### src/rtl/pcu_stack.sv
// Program-counter unit for the 2-stage 4-bit CPU: width-configurable PC, page
// register for jump targets, and a bounded LIFO call/return stack with sticky flags.
module pcu_stack #(
  parameter int ADDR_W      = 12,
  parameter int STACK_DEPTH = 4,
  parameter int RESET_VEC   = 0,
  localparam int DEPTH_W    = $clog2(STACK_DEPTH + 1)
) (
  input  logic               clock,
  input  logic               reset,
  input  logic [7:0]         D_BUS,
  input  logic               cflag,
  input  logic               stall,
  output logic [ADDR_W-1:0]  address,
  output logic               taken,
  output logic [DEPTH_W-1:0] depth,
  output logic               ovf,
  output logic               unf
);

  localparam int PAGE_W = ADDR_W - 4;
  localparam int MEM_N  = 1 << DEPTH_W;

  localparam logic [3:0] OP_JC   = 4'hA;
  localparam logic [3:0] OP_PAGE = 4'hB;
  localparam logic [3:0] OP_CALL = 4'hC;
  localparam logic [3:0] OP_RET  = 4'hD;
  localparam logic [3:0] OP_JNC  = 4'hE;
  localparam logic [3:0] OP_JMP  = 4'hF;

  localparam logic [DEPTH_W-1:0] DEPTH_FULL = DEPTH_W'(STACK_DEPTH);
  localparam logic [DEPTH_W-1:0] DEPTH_ONE  = DEPTH_W'(1);
  localparam logic [ADDR_W-1:0]  PC_ONE     = ADDR_W'(1);
  localparam logic [ADDR_W-1:0]  PC_RESET   = ADDR_W'(RESET_VEC);

  logic [PAGE_W-1:0] page;
  logic [ADDR_W-1:0] stack_mem [0:MEM_N-1];

  logic [3:0]        opcode;
  logic [3:0]        imm;
  logic [ADDR_W-1:0] pc_inc;
  logic [ADDR_W-1:0] target;
  logic [PAGE_W+3:0] page_wide;
  logic [ADDR_W-1:0] top_entry;
  logic              can_push;
  logic              can_pop;

  // The memory is sized to a power of two so depth can index it without truncation.
  always_comb begin
    opcode    = D_BUS[7:4];
    imm       = D_BUS[3:0];
    pc_inc    = address + PC_ONE;
    target    = {page, imm};
    page_wide = {page, imm};
    top_entry = stack_mem[depth - DEPTH_ONE];
    can_push  = (depth != DEPTH_FULL);
    can_pop   = (depth != '0);
  end

  always_ff @(posedge clock) begin
    if (!reset && !stall && opcode == OP_CALL && can_push) begin
      stack_mem[depth] <= pc_inc;
    end
  end

  always_ff @(posedge clock) begin
    if (reset) begin
      address <= PC_RESET;
      page    <= '0;
      depth   <= '0;
      taken   <= 1'b0;
      ovf     <= 1'b0;
      unf     <= 1'b0;
    end else if (stall) begin
      taken <= 1'b0;
    end else begin
      address <= pc_inc;
      taken   <= 1'b0;
      case (opcode)
        OP_PAGE: page <= page_wide[PAGE_W-1:0];
        OP_JC: begin
          if (cflag) begin
            address <= target;
            taken   <= 1'b1;
          end
        end
        OP_JNC: begin
          if (!cflag) begin
            address <= target;
            taken   <= 1'b1;
          end
        end
        OP_JMP: begin
          address <= target;
          taken   <= 1'b1;
        end
        OP_CALL: begin
          address <= target;
          taken   <= 1'b1;
          if (can_push) depth <= depth + DEPTH_ONE;
          else          ovf   <= 1'b1;
        end
        // A RET on an empty stack falls through to PC+1 without redirecting.
        OP_RET: begin
          if (can_pop) begin
            address <= top_entry;
            depth   <= depth - DEPTH_ONE;
            taken   <= 1'b1;
          end else begin
            unf <= 1'b1;
          end
        end
        default: ;
      endcase
    end
  end

endmodule

### config.mk
export PLATFORM = sky130hd
export DESIGN_NAME = pcu_stack
export DESIGN_NICKNAME = d
export VERILOG_FILES = /design/src/rtl/pcu_stack.sv
export SDC_FILE = /design/constraint.sdc
export NUM_CORES = 1
export LEC_CHECK = 0
export CAP_MARGIN = 20
export CORE_MARGIN = 4
export CORE_UTILIZATION = 25
export CTS_BUF_LIST = sky130_fd_sc_hd__clkbuf_4
export DETAILED_ROUTE_END_ITERATION = 10
export PLACE_DENSITY = 0.43
export RECOVER_POWER = 25
export SETUP_SLACK_MARGIN = 0.5
export SKIP_CTS_REPAIR_TIMING = 1
export SYNTH_ARGS = -nofsm -noshare
export SYNTH_HDL_FRONTEND = slang
export SYNTH_SLANG_ARGS = --single-unit
### constraint.sdc
create_clock -name clock -period 3.3 [get_ports clock]
set_input_delay 0.66 -clock clock [delete_from_list [all_inputs] [get_ports clock]]
set_output_delay 0.66 -clock clock [all_outputs]
set_load 0.02 [all_outputs]
==> results.py <==
metrics = {
    "status": {
        "outcome": "finished, final reports clean",
    },
    "global_routing": {
        "grt_start_max_net_pins": 28,
        "grt_overflow": 0,
        "antenna_found_initial": 1,
        "grt_use_total_pct": 13.4,
        "grt_pass1_vias": 3267,
        "grt_first_pass_wirelength_um": 21900,
    },
    "cts": {
        "clkSinkCount": 122,
        "clk_pin_slew_worst_paths_ps": 100,
        "ctsRootBufferMaster": "clkbuf_4",
        "clk_latency_ps": 530,
        "cts_tree": "yes",
        "clk_path_buf_depth": 2,
        "cts-buffers-inserted": 17,
        "h-tree-depth": 4,
    },
    "synthesis": {
        "ys.flop_type": "edfxtp_1",
        "syn_nets": 382,
        "syn_area_mm2": 0.00516,
        "synthCells": 366,
        "synth_edf_count": 96,
        "ys_seq_area_share_pct": 66.0,
        "ys_ff_latch": 122,
        "ys_warn_count": 0,
        "async_reset_ff_share_pct": 0,
        "synth_cell_types": 42,
        "synth.avg_cell_area_um2": 14.1,
    },
    "cells_and_area": {
        "final_cell_mix": "96 x edfxtp_1, 46 x mux2i_1, 29 x nor2_1, 28 x buf_4, 27 x clkdlybuf4s50_1",
        "multi_input_area_mm2": 0.00164,
        "fill_cells": 2053,
        "postLayoutCellArea_mm2": 0.00621,
        "seq_area_mm2": 0.00340,
        "layout_commonest_cell": "edfxtp_1",
        "layout-drive-gt1-share_pct": 16.6,
        "layout-area-overhead-vs-synth_pct": 20.4,
        "layout.nets": 449,
        "stdcell_count": 717,
    },
    "placement": {
        "place_area_mm2": 0.00600,
        "port-buffer-count": 29,
        "globalplace.congestion": 0.767,
        "place_ws_ps": 233,
        "dpl.cell_count": 682,
        "dpl.hpwl_um": 10500,
    },
    "routing": {
        "wl_per_cell_um": 20.3,
        "dr.pass1.iters": 5,
        "vias": 3355,
        "ant_nets": 0,
        "wl_um": 14600,
        "drt_iter0_markers": 274,
        "drc": 0,
        "avgViaCountPerCell": 4.68,
    },
    "worst_setup_path": {
        "r2r_setup_slack_ps": 750,
        "required_ps": 3520,
        "critPathMaxFanout": 12,
        "worstSetupStartpointType": "input pin",
        "crit_arrival_ps": 2830,
        "cp-end-kind": "flip-flop",
        "worstSetupPathType": "input pin to flip-flop",
    },
    "floorplanning": {
        "rows": 52,
        "dieWidth_um": 152,
        "core_area_mm2": 0.0203,
        "die_height_um": 152,
        "start_util_pct": 25.4,
        "dieArea_mm2": 0.0230,
        "ioPinCount": 30,
    },
    "power": {
        "worst_ir_drop_vdd_mv": 0.173,
        "powerDensity_mw_per_mm2": 453,
        "leakagePower_nw": 1.96,
    },
    "flow_run": {
        "cap_violations": 0,
    },
    "timing": {
        "finalHoldViolCount": 0,
        "period_share_pct": 79.1,
        "finalSetupViolations": 0,
        "worst_pin_slew_ps": 1070,
        "rsz0062_at_grt": "no",
        "fin_tns_setup_ps": 0,
        "max_slew_margin_pct": 28.4,
        "finalClockSkew_ps": 13.7,
        "slew_viol_final": 0,
        "clock.fmax_ghz": 0.383,
        "fin_crit_ps": 2610,
        "fin_ws_ps": 688,
    },
    "worst_hold_path": {
        "hold_class": "flip-flop to flip-flop",
    },
}
-- through the flow --
step | hold WS [ps] | util [%] | power (W)
after floorplan | 461 | - | 0.00186
after global placement | 464 | 29.5 | 0.00199
after detailed placement | 471 | 29.5 | 0.00199
after CTS | 497 | 30.6 | 0.00285
after global routing | 534 | 30.6 | 0.00295
final | 493 | 30.6 | 0.00281
-- cell usage after synthesis (2+ instances only) --
cell	number	area share, %
o22ai_1	3	0.36
ha_1	4	0.97
dfxtp_1	26	10
buf_2	4	0.39
nor3_1	6	0.58
nor4_1	3	0.36
clkbuf_1	11	0.80
a21oi_1	16	1.6
nor2_1	30	2.2
a32oi_1	8	1.4
nand4_1	3	0.36
nand3_1	6	0.58
o21a_1	2	0.29
a221oi_1	9	1.5
mux4_2	4	1.7
edfxtp_1	96	56
o21ai_0	2	0.19
xor2_1	4	0.68
a22o_1	2	0.34
mux2i_1	46	8.9
inv_1	16	1.2
nand2b_1	5	0.61
a22oi_1	18	2.6
mux2_2	3	0.65
nand2_1	12	0.87
xnor2_1	11	1.9
-- report_power, final --
part           internal [W]  switching, W
Combinational     0.0000963      0.000162
Sequential          0.00168     0.0000150
Clock              0.000353      0.000511
-- sequential cells by signal, summed over array words and instances (netlist names) --
register and count:
depth 3, page 8, unf 1, stack_mem 96, address 12, ovf 1
taken 1
-- metal layers --
| metal | GRT usage (%) | up-vias | share of wire (%) |
|---|---|---|---|
| met1 | 19.5 | 1674 | 47 |
| met5 | 0 | - | 0 |
| met3 | 3.69 | 17 | 5.9 |
| met4 | 4.72 | 0 | 1.9 |
| li1 | - | 1552 | - |
| met2 | 19.2 | 112 | 45 |
-- path summary, 6_finish.rpt --
path,end,cells after the start,startpoint
max,stack_mem[2][8]$_DFFE_PP_,7,stall
max reg2reg,address[7]$_SDFFE_PP0N_,7,depth[1]$_SDFFE_PP0P_
min,unf$_SDFFE_PP0P_,2,unf$_SDFFE_PP0P_
min reg2reg,unf$_SDFFE_PP0P_,2,unf$_SDFFE_PP0P_
-- cell type report --
class | instances | area share (%)
Antenna cell | 1 | 0.0403
Clock buffer | 25 | 3.02
Clock inverter | 7 | 0.504
Inverter | 17 | 1.03
Multi-Input combinational cell | 211 | 26.4
Sequential cell | 122 | 54.8
Tap cell | 270 | 5.44
Timing Repair Buffer | 64 | 8.74
-- logic make-up (layout without fill, tap and decap cells) --
| family | count (synthesis) | count (layout) | synth area share, % |
|---|---|---|---|
| AOI/OAI and AO/OA | 67 | 67 | 9.70 |
| buffers and inverters | 33 | 113 | 2.50 |
| xor gates and xnor gates | 16 | 16 | 3.08 |
| DFF | 122 | 122 | 66.0 |
| and+or+nand+nor | 71 | 71 | 6.47 |
| other | 0 | 1 | 0 |
| muxes | 53 | 53 | 11.3 |
| adders and majority gates | 4 | 4 | 0.970 |
-- worst max-delay path: stages --
cell and delay [ps]:
dlygate4sd3_1 640, nand2b_1 190, or4_1 500, a21oi_1 270, nand2_1 160, nor2_1 150
buf_4 240
Power figures use the tool's default switching activity.
